==> src/rtl/bcd_pkg.sv <==
// Shared types and constants for the sequential binary-to-BCD converter.
package bcd_pkg;

    typedef enum logic [1:0] {StIdle, StShift, StDone} state_t;

    localparam int unsigned BcdW      = 4;
    localparam logic [3:0]  AddThresh = 4'd5;
    localparam logic [3:0]  SatDigit  = 4'h9;

endpackage

==> src/rtl/bcd_digit_adj.sv <==
// Double-dabble digit correction: add 3 to a BCD digit of 5 or more before it is doubled.
module bcd_digit_adj
    import bcd_pkg::*;
(
    input  logic [BcdW-1:0] digit,
    output logic [BcdW-1:0] adjusted
);

    assign adjusted = (digit >= AddThresh) ? digit + 4'd3 : digit;

endmodule

==> src/rtl/bin2bcd_seq.sv <==
// Sequential double-dabble binary-to-BCD converter with valid/ready handshakes.
// Define BCD_SIGNED_EN to treat in_bin as two's complement and add the out_neg port.
module bin2bcd_seq
    import bcd_pkg::*;
#(
    parameter int unsigned IN_W   = 17,
    parameter int unsigned DIGITS = 6
) (
    input  logic                   clk,
    input  logic                   clr_n,
    input  logic                   in_valid,
    output logic                   in_ready,
    input  logic [IN_W-1:0]        in_bin,
    output logic                   out_valid,
    input  logic                   out_ready,
    output logic [BcdW*DIGITS-1:0] out_bcd,
    output logic [DIGITS-1:0]      out_blank,
    output logic                   out_ovf
`ifdef BCD_SIGNED_EN
    ,
    output logic                   out_neg
`endif
);

    localparam int unsigned DW   = BcdW * DIGITS;
    localparam int unsigned CntW = $clog2(IN_W + 1);

    state_t          state;
    logic [IN_W-1:0] opnd_q;
    logic [DW-1:0]   digits_q;
    logic [DW-1:0]   adj;
    logic [CntW-1:0] cnt_q;
    logic            sticky_q;
    logic [IN_W-1:0] mag;
    logic [DIGITS-1:0] blank_c;

    assign in_ready  = (state == StIdle);
    assign out_valid = (state == StDone);

`ifdef BCD_SIGNED_EN
    logic neg_q;
    // Negating the most negative value wraps to itself, which is its correct unsigned magnitude.
    assign mag = in_bin[IN_W-1] ? -in_bin : in_bin;
`else
    assign mag = in_bin;
`endif

    for (genvar g = 0; g < DIGITS; g++) begin : g_adj
        bcd_digit_adj u_adj (
            .digit    (digits_q[BcdW*g +: BcdW]),
            .adjusted (adj[BcdW*g +: BcdW])
        );
    end

    // Digit i is blank when it and every higher digit are zero; the units digit never blanks.
    always_comb begin
        logic nz;
        nz      = 1'b0;
        blank_c = '0;
        for (int i = DIGITS - 1; i >= 1; i--) begin
            nz         = nz | (digits_q[BcdW*i +: BcdW] != '0);
            blank_c[i] = ~nz;
        end
    end

    always_ff @(posedge clk or negedge clr_n) begin
        if (!clr_n) begin
            state     <= StIdle;
            opnd_q    <= '0;
            digits_q  <= '0;
            cnt_q     <= '0;
            sticky_q  <= 1'b0;
            out_bcd   <= '0;
            out_blank <= '0;
            out_ovf   <= 1'b0;
`ifdef BCD_SIGNED_EN
            neg_q     <= 1'b0;
            out_neg   <= 1'b0;
`endif
        end else begin
            unique case (state)
                StIdle: begin
                    if (in_valid) begin
                        opnd_q   <= mag;
                        digits_q <= '0;
                        sticky_q <= 1'b0;
                        cnt_q    <= CntW'(IN_W);
                        state    <= StShift;
`ifdef BCD_SIGNED_EN
                        neg_q    <= in_bin[IN_W-1];
`endif
                    end
                end
                StShift: begin
                    if (cnt_q != '0) begin
                        digits_q <= {adj[DW-2:0], opnd_q[IN_W-1]};
                        opnd_q   <= opnd_q << 1;
                        sticky_q <= sticky_q | adj[DW-1];
                        cnt_q    <= cnt_q - CntW'(1);
                    end else begin
                        state     <= StDone;
                        out_ovf   <= sticky_q;
                        out_bcd   <= sticky_q ? {DIGITS{SatDigit}} : digits_q;
                        out_blank <= sticky_q ? '0 : blank_c;
`ifdef BCD_SIGNED_EN
                        out_neg   <= neg_q;
`endif
                    end
                end
                StDone: begin
                    if (out_ready) begin
                        state <= StIdle;
                    end
                end
                default: state <= StIdle;
            endcase
        end
    end

endmodule

==> config.mk <==
export PLATFORM = sky130hd
export DESIGN_NAME = bin2bcd_seq
export DESIGN_NICKNAME = d
export VERILOG_FILES = /design/src/rtl/bcd_pkg.sv /design/src/rtl/bcd_digit_adj.sv /design/src/rtl/bin2bcd_seq.sv
export SDC_FILE = /design/constraint.sdc
export NUM_CORES = 1
export LEC_CHECK = 0
export ABC_AREA = 1
export CAP_MARGIN = 20
export CORE_MARGIN = 3
export CORE_UTILIZATION = 55
export CTS_CLUSTER_DIAMETER = 200
export CTS_CLUSTER_SIZE = 30
export DETAILED_ROUTE_END_ITERATION = 8
export HOLD_SLACK_MARGIN = 0.03
export PLACE_DENSITY = 0.89
export SLEW_MARGIN = 5
export SYNTH_ARGS = -nofsm -noshare
export SYNTH_HDL_FRONTEND = slang
export SYNTH_SLANG_ARGS = --single-unit
==> constraint.sdc <==
create_clock -name clk -period 1.6 [get_ports clk]
set_input_delay 0.32 -clock clk [delete_from_list [all_inputs] [get_ports clk]]
set_output_delay 0.32 -clock clk [all_outputs]
set_load 0.02 [all_outputs]
* Word level (Yosys, flattened, before mapping)
Index checks and enable logic that the tools add are counted.
Cells by class: multipliers 0, bitwise logic cells 11, shifts and indexed selects 0, divide/modulo/power cells 0, muxes and demuxes 24, add/sub/neg operators 7, eq/ne operators 6, reductions and logical operators 11, $lt $le $gt $ge 6
Operators by type and width (count):
- $mux W24 | 3
- $pmux W24 S2 | 1
- $mux W17 | 2
- $pmux W17 S2 | 1
- $add A4 B2 Y4 const B | 6
- $ge A4 B3 Y1 const B | 6
- $mux W4 | 6
- $reduce_bool A4 Y1 | 5
- $mux W5 | 2
- $pmux W5 S2 | 1
- $mux W2 | 3
- $mux W6 | 1
- $ne A2 B2 Y1 const B | 3
- $not A1 Y1 | 6
- $pmux W2 S3 | 1
- $reduce_and A3 Y1 | 2
- $or A1 B1 Y1 | 5
- $reduce_bool A5 Y1 | 1
- $sub A5 B1 Y5 const B | 1
- $eq A2 B1 Y1 const B | 1
- $eq A2 B2 Y1 const B | 1
- $logic_not A2 Y1 | 1
- $mux W1 | 2
- $ne A2 B1 Y1 const B | 1
- 3 further kinds | 3
Word-level totals: bits in read-only memories 0, memory bits (writable) 0, logic and storage cells 73, bits in registers 80, memories 0, bits of input ports 21, output and inout bits 33, latch bits 0

* Logic depth before layout (Yosys ltp)
Gate-level depths: netlist of run 1.
depth in word-level cells 7, mapped depth 9, mapped depth without buffers 9

* By module
Synthesis of run 1 repeated with hierarchy kept, for this count alone.
Second synthesis, totals: cells, all modules 514, area total of the unflattened synthesis 4166.5 um^2
By module, submodules not included:
- bin2bcd_seq | seq. area each 1976.9 um^2, instances 1, area each 3355.7 um^2, cells each 376
- bcd_digit_adj | seq. area each 0.0 um^2, instances 6, area each 135.1 um^2, cells each 23

* Worst setup path before layout of run 1
Ideal clock, no wire load.
kind register to register, start point register state[1], end point register digits_q[19], arrival time 1.458 ns, clock period less this slack 1.581 ns, required time 1.477 ns, path buffers 1, path slack 0.019 ns, setup time 0.123 ns, cell stages (with the launch flop) 8, cells stage by stage dfrtp_1 -> nor2_1 -> nand2_1 -> nand2_2 -> buf_6 -> inv_2 -> o21ai_0 -> nand2_1
Between the ends: longest elaborated chain between the ends 3, elaborated cells on any way between the ends 7, classes of those cells eq/ne (3); mux (1); reduce/logical (3)
Ends and longest elaborated chain:
- from (decl) | line bin2bcd_seq.sv:28 | state_t state;
- from (signal assigned) | line bin2bcd_seq.sv:68 | state <= StIdle;
- from (signal assigned) | line bin2bcd_seq.sv:88 | state <= StShift;
- from (signal assigned) | line bin2bcd_seq.sv:101 | state <= StDone;
- $logic_not A2 Y1 *
- via in_ready | line bin2bcd_seq.sv:12 | output logic in_ready,
- $ne A2 B2 Y1 (no line) / $reduce_bool A2 Y1 (equally long branches)
- $reduce_and A3 Y1 (no line)
- to (signal assigned) | line bin2bcd_seq.sv:96 | digits_q <= {adj[DW-2:0], opnd_q[IN_W-1]};
- to (decl) | line bin2bcd_seq.sv:30 | logic [DW-1:0] digits_q;
The timed path passes the listed nets; every way through them passes the cells marked *. A chain may end at the register's enable or synchronous reset.

* Worst setup path after layout of run 1
start point register digits_q[17], end point register digits_q[18]
Between the ends: longest elaborated chain between the ends 4, elaborated cells on any way between the ends 5, classes of those cells add/sub (1); order compare (1); mux (3)
Ends and longest elaborated chain:
- $add A4 B2 Y4 / $ge A4 B3 Y1 (equally long branches) | line bcd_digit_adj.sv:9 | assign adjusted = (digit >= AddThresh) ? digit + 4'd3 : digit;
- $mux W4 * | line bcd_digit_adj.sv:9
- $mux W24 * | line bin2bcd_seq.sv:95 | if (cnt_q != '0) begin
- $pmux W24 S2 * | line bin2bcd_seq.sv:81 | unique case (state)
Every way passes the cells marked *; elsewhere a longest branch is shown, timed or not. The select of a mux whose other input is x is not followed.

==> out/metrics.yaml, run 1 <==
drt_first_pass_iters: 6
worst-r2r-setup-slack_ps: -50
root_buffer: "clkbuf_8"
seq_area_mm2: 0.001982
crit_arrival_ps: 1870
synth_area_leader_cell: "dfrtp_1"
crit_family: "compound AO/OA/AOI/OAI gates"
drt-initial-drc-count: 362
synthTopCellsByArea: "dfrtp_1, nand2_1, o21ai_0, ha_1, inv_1"
final_nets: 544
syn_inst: 436
p_leak_nw: 2.387
cts_tree: "done"
powerDensity_mw_per_mm2: 2308
htree_levels: 3
dp_hpwl_mm: 6.249
netlist_area_mm2: 0.003849
synthDistinctLibCells: 28
antenna_left: 0
path_cells: "inv_2, ha_4, inv_1, o21ai_0, nand2_1, o21ai_0, o21ai_0"
drcViolationCount: 0
fin_area_mm2: 0.004865
synth-edff-count: 0
required_ps: 1820
violations: "setup timing"
grt_pass1_vias: 3317
ir_worst_vdd_mv: 1.096
grt_max_degree: 80
r2r-end: "digits_q[18]$_DFFE_PN0P_"
n_antenna_cell: 0
cts_buffer_depth: 2
fin_skew_ps: 6.909
core_area_mm2: 0.006568
die_w_um: 89.65
hold_path_class: "register to register"
n_fill_cell: 416
synth_area_per_cell_um2: 8.827
routed-via-count: 3421
fmax_mhz: 606.2
start_kind: "register"
cp_slowest_cell: "dfrtp_1"
fin_ws_ps: -49.70
cap_viol_max_count: 0
critPathMaxFanout: 5
die_y_um: 89.65
ios: 54
drive_above_1_share_pct: 14.93
power.total_mw: 11.23
clkSinkCount: 79
status: "finished with violations"
min_period_over_period_pct: 103.1
layout_min_cycle_time_ps: 1650
reg2regPathDepth: 7
routed_wl_mm: 10.13
die_area_mm2: 0.008037
setup_viol: 3
path_common_cell: "o21ai_0"
synth_nets: 475
grt_first_pass_wirelength_mm: 15.32
numCtsBuffers: 9
place_area_mm2: 0.004549
routabilityCongestion: 0.8411
clk_pin_slew_ps: 70
crit_type: "register to register"
synth-seq-cells: 79
syn2layout_area_growth_pct: 26.40
endpoint_kind: "register"
utilization_pct: 74.07
ys_seq_area_share_pct: 51.37
yosysTopAreaCellShare_pct: 51.37
final_max_slew_viol_count: 0
preCtsSetupSlack_ps: -47.57
rows: 29
hold_viol_final: 0
start_util_pct: 58.60
io_buffers: 52
hp-start: "out_bcd[14]$_DFFE_PN0P_"
yosys_warnings: 0
rr_startpoint: "digits_q[17]$_DFFE_PN0P_"
hold_depth: 2
wl_per_cell_um: 16.83
ys.flop_type: "dfrtp_1"
antenna_found_initial: 0
via_per_inst: 5.683
multi_input_area_mm2: 0.001612
grt_util_all_layers_pct: 25.06
max_stage_delay_ps: 430
critPathBufInv: 2
grt-ovfl-total: 0
worstHoldEndpoint: "out_bcd[14]$_DFFE_PN0P_"
postSynth.asyncResetShare_pct: 100.0
clk_latency_ps: 350
-- timing repair --
item	4_1_cts	5_1_grt
setup endpoints to repair	67	53
resized for setup	44	21
setup buffers	1	5
pin swaps	1	4
hold endpoints to repair	79	0
hold buffers	1	0
-- worst max-delay path by stage --
| stage | from | to | depth (start not counted) |
|---|---|---|---|
| 2_1_floorplan | state[1]$_DFFE_PN0P_ | digits_q[19]$_DFFE_PN0P_ | 7 |
| 3_3_place_gp | in_valid | opnd_q[13]$_DFFE_PN0P_ | 6 |
| 3_5_place_dp | cnt_q[0]$_DFFE_PN0P_ | out_blank[5]$_DFFE_PN0P_ | 7 |
| 4_1_cts | cnt_q[0]$_DFFE_PN0P_ | out_bcd[19]$_DFFE_PN0P_ | 7 |
| 5_1_grt | digits_q[17]$_DFFE_PN0P_ | digits_q[18]$_DFFE_PN0P_ | 7 |
| 6_report | digits_q[17]$_DFFE_PN0P_ | digits_q[18]$_DFFE_PN0P_ | 7 |
-- worst register-to-register path, stage by stage (launching register included) --
cell	delay [ps]
dfrtp_1	430
inv_2	160
ha_4	180
inv_1	50
o21ai_0	160
nand2_1	150
o21ai_0	260
o21ai_0	140
-- per-layer routing --
layer	wire length, um	share of wire, %	track usage, %
met5	0	0	0
met4	401	4.0	13.94
met3	574	5.7	4.562
met1	3988	39	31.39
met2	5165	51	41.02
-- cells in the mapped netlist, types with 3 or more instances --
| cell type | number |
|---|---|
| ha_1 | 18 |
| inv_1 | 55 |
| o211ai_1 | 18 |
| o22ai_1 | 15 |
| nor2_2 | 3 |
| nand2_1 | 85 |
| nand3_1 | 19 |
| nand4_1 | 4 |
| o21ai_2 | 10 |
| a21oi_1 | 17 |
| dfrtp_1 | 79 |
| o21ai_0 | 51 |
| buf_2 | 7 |
| inv_2 | 4 |
| nor2_1 | 28 |
| clkbuf_1 | 5 |
-- report_power, final --
group | internal [mW] | switching, mW | total (mW)
clock | 0.908 | 0.697 | 1.61
combinational | 2.23 | 3.81 | 6.04
sequential | 2.97 | 0.612 | 3.58
-- logic make-up (layout without fill, tap and decap cells) --
logic type               after synthesis  in the layout  synth area share (%)
AO/OA/AOI/OAI                        113            113                 17.49
XOR/XNOR                               2              2                0.4552
buffers and inverters                 76            149                 8.127
adder cells (fa/ha/maj)               18             18                 5.852
AND/OR/NAND/NOR                      147            147                 16.61
flip-flops                            79             79                 51.37
other                                  1              1               0.09744
-- through the flow --
stage	TNS [ps]	instances	hold slack (ps)
after floorplan	0	436	24.41
after global placement	0	580	370.5
after detailed placement	-242.0	580	374.1
after CTS	0	597	480.7
after global routing	-387.2	602	500.8
final	-81.81	602	480.3
-- area by class of cell --
| cell class | count | share of cell area (%) |
|---|---|---|
| multi-input combinational | 281 | 33.13 |
| timing repair buffer | 75 | 14.69 |
| clock inverter | 4 | 1.440 |
| inverter | 59 | 4.707 |
| sequential | 79 | 40.74 |
| clock buffer | 11 | 2.906 |
| tap | 93 | 2.392 |
-- layout by cell type, fill, tap and decap left out, types with 5 or more instances in the layout --
master / netlist / routed
a21oi_1: 17 / 17
buf_4: 1 / 18
buf_12: 0 / 5
ha_1: 18 / 16
dfrtp_1: 79 / 75
dlygate4sd2_1: 0 / 30
clkdlybuf4s50_1: 0 / 19
o22ai_1: 15 / 15
o21ai_1: 0 / 5
o211ai_1: 18 / 18
o21ai_2: 10 / 10
inv_1: 55 / 48
clkbuf_8: 0 / 10
nand3_1: 19 / 19
inv_2: 4 / 8
nand2_1: 85 / 85
o21ai_0: 51 / 46
nor2_1: 28 / 27
-- flip-flops by register name, indices dropped and copies added (netlist names) --
| register | count |
|---|---|
| cnt_q | 5 |
| digits_q | 24 |
| opnd_q | 17 |
| out_bcd | 24 |
| out_blank | 5 |
| out_ovf | 1 |
| state | 2 |
| sticky_q | 1 |
(Power assumes the default switching activity.)
==> run 2: changes to the inputs <==
--- a/config.mk
+++ b/config.mk
@@ -18,3 +18,4 @@
 export SYNTH_ARGS = -nofsm -noshare
 export SYNTH_HDL_FRONTEND = slang
 export SYNTH_SLANG_ARGS = --single-unit
+export TNS_END_PERCENT = 1
==> run 2 against run 1 <==
Net effect: the run still ends with setup timing left; non-clock buffer count is 3 lower; global-route usage is 0.14 points lower; sequential power hardly changed; cell area fell by 0.87%; first-iteration DRC count shrank 22%; fmax grew 1.4%; utilization is 0.65 points lower; power fell by 1.4%; clock-buffer cell count unchanged; register-to-register slack gained 70 ps; critical path type is now register to output pin; largest power group unchanged.
==> out/metrics.yaml, run 2 (synthesis gave the netlist of run 1 again) <==
powerDensity_mw_per_mm2: 2295
fin_area_mm2: 0.004822
routabilityCongestion: 0.8411
critPathMaxFanout: 5
clk_pin_slew_ps: 80
setup_tns_ps: -26.69
layout_common_cells: "nand2_1, dfrtp_1, inv_1, o21ai_0, dlygate4sd2_1"
ios: 54
routed_wl_mm: 9.579
rows: 29
n_antenna_cell: 0
cts_buffer_depth: 2
cap_viol_max_count: 0
die_w_um: 89.65
hold_path_class: "register to register"
root_buffer: "clkbuf_8"
start_util_pct: 58.60
min_period_over_period_pct: 101.7
drt-initial-drc-count: 282
grt_util_all_layers_pct: 24.93
clkSinkCount: 79
htree_levels: 3
drive_above_1_share_pct: 14.23
grt_pass1_vias: 3331
antenna_left: 0
clk_latency_ps: 350
top_regs: "digits_q x24, out_bcd x24, opnd_q x17"
fmax_mhz: 614.7
endpoint_kind: "output pin"
start_kind: "register"
fin_ws_ps: -26.69
numCtsBuffers: 9
via_per_inst: 5.588
wl_per_cell_um: 15.99
antenna_found_initial: 0
ir_worst_vdd_mv: 1.053
place_area_mm2: 0.004549
rsz0062_at_grt: "true"
hold_viol_final: 0
final_max_slew_viol_count: 0
grt_first_pass_wirelength_mm: 15.27
grt-ovfl-total: 0
status: "finished with violations"
crit_type: "register to output pin"
violations: "setup timing"
layout_min_cycle_time_ps: 1627
final_nets: 541
power.total_mw: 11.06
core_area_mm2: 0.006568
final_common_cell: "nand2_1"
fin_skew_ps: 7.686
grt_max_degree: 80
dp_hpwl_mm: 6.249
crit_arrival_ps: 1310
syn2layout_area_growth_pct: 25.29
setup_viol: 1
p_leak_nw: 2.368
drt_first_pass_iters: 6
die_y_um: 89.65
die_area_mm2: 0.008037
drcViolationCount: 0
preCtsSetupSlack_ps: -47.57
routed-via-count: 3347
required_ps: 1280
io_buffers: 52
cts_tree: "done"
run 2: changes by cell type in the layout (fill, tap and decap cells not counted):
| cell | change |
|---|---|
| o21ai_0 | -2 |
| dfrtp_2 | -1 |
| ha_4 | -1 |
| buf_4 | -2 |
| ha_2 | +1 |
| o21ai_1 | +2 |
| nor2_1 | +1 |
| o22ai_1 | -1 |
| buf_12 | -1 |
| nor2_2 | -1 |
| o22ai_2 | +1 |
| dfrtp_1 | +1 |
run 2: routing by layer:
layer	track usage [%]	share of wire (%)
met1	31.15	41
met2	40.56	50
met3	3.558	4.9
met4	15.97	3.3
met5	0	0
run 2: cell type report:
cell class,count,area (um2)
sequential,79,1981
fill,436,1745
multi-input combinational,281,1605
timing repair buffer,72,679.4
inverter,59,229.0
clock buffer,11,141.4
tap,93,116.4
clock inverter,4,70.07
run 2: final timing paths:
path	slack (ps)	startpoint	cells after the start	endpoint
setup / recovery	-30	state[0]$_DFFE_PN0P_	2	in_ready
hold / removal	480	out_bcd[14]$_DFFE_PN0P_	2	out_bcd[14]$_DFFE_PN0P_
setup reg to reg	20	cnt_q[2]$_DFFE_PN0P_	7	digits_q[16]$_DFFE_PN0P_
hold reg to reg	480	out_bcd[14]$_DFFE_PN0P_	2	out_bcd[14]$_DFFE_PN0P_
max in group asynchronous	730	clr_n	3	digits_q[16]$_DFFE_PN0P_
min in group asynchronous	520	clr_n	3	opnd_q[14]$_DFFE_PN0P_
run 2: what timing repair did:
item	4_1_cts	5_1_grt
pin swaps	0	3
hold buffers	1	0
setup buffers	0	3
resized for setup	43	22
setup endpoints to repair	67	52
hold endpoints to repair	79	0
run 2: power breakdown:
part	switching [mW]	leakage, nW	total (mW)	internal [mW]
sequential	0.609	0.972	3.57	2.96
combinational	3.69	1.29	5.88	2.19
clock	0.703	0.109	1.61	0.908
run 2: worst max-delay path: stages (launching register included):
cell and delay [ps]:
dfrtp_1 450, nor2_1 210, clkdlybuf4s15_2 290
run 2: metrics by stage:
stage	util [%]	hold WS (ps)	std cells
floorplan	-	24.41	436
global placement	69.27	370.5	580
detailed placement	69.27	374.1	580
CTS	72.47	480.7	596
global route	73.42	501.8	599
finish	73.42	480.2	599
==> run 3: changes to the inputs <==
--- a/config.mk
+++ b/config.mk
@@ -14,7 +14,7 @@
 export DETAILED_ROUTE_END_ITERATION = 8
 export HOLD_SLACK_MARGIN = 0.03
 export PLACE_DENSITY = 0.89
-export SLEW_MARGIN = 5
+export SLEW_MARGIN = 30
 export SYNTH_ARGS = -nofsm -noshare
 export SYNTH_HDL_FRONTEND = slang
 export SYNTH_SLANG_ARGS = --single-unit
==> results of run 3 <==
No change in the layout: final DEF, timing and power equal those of run 2.
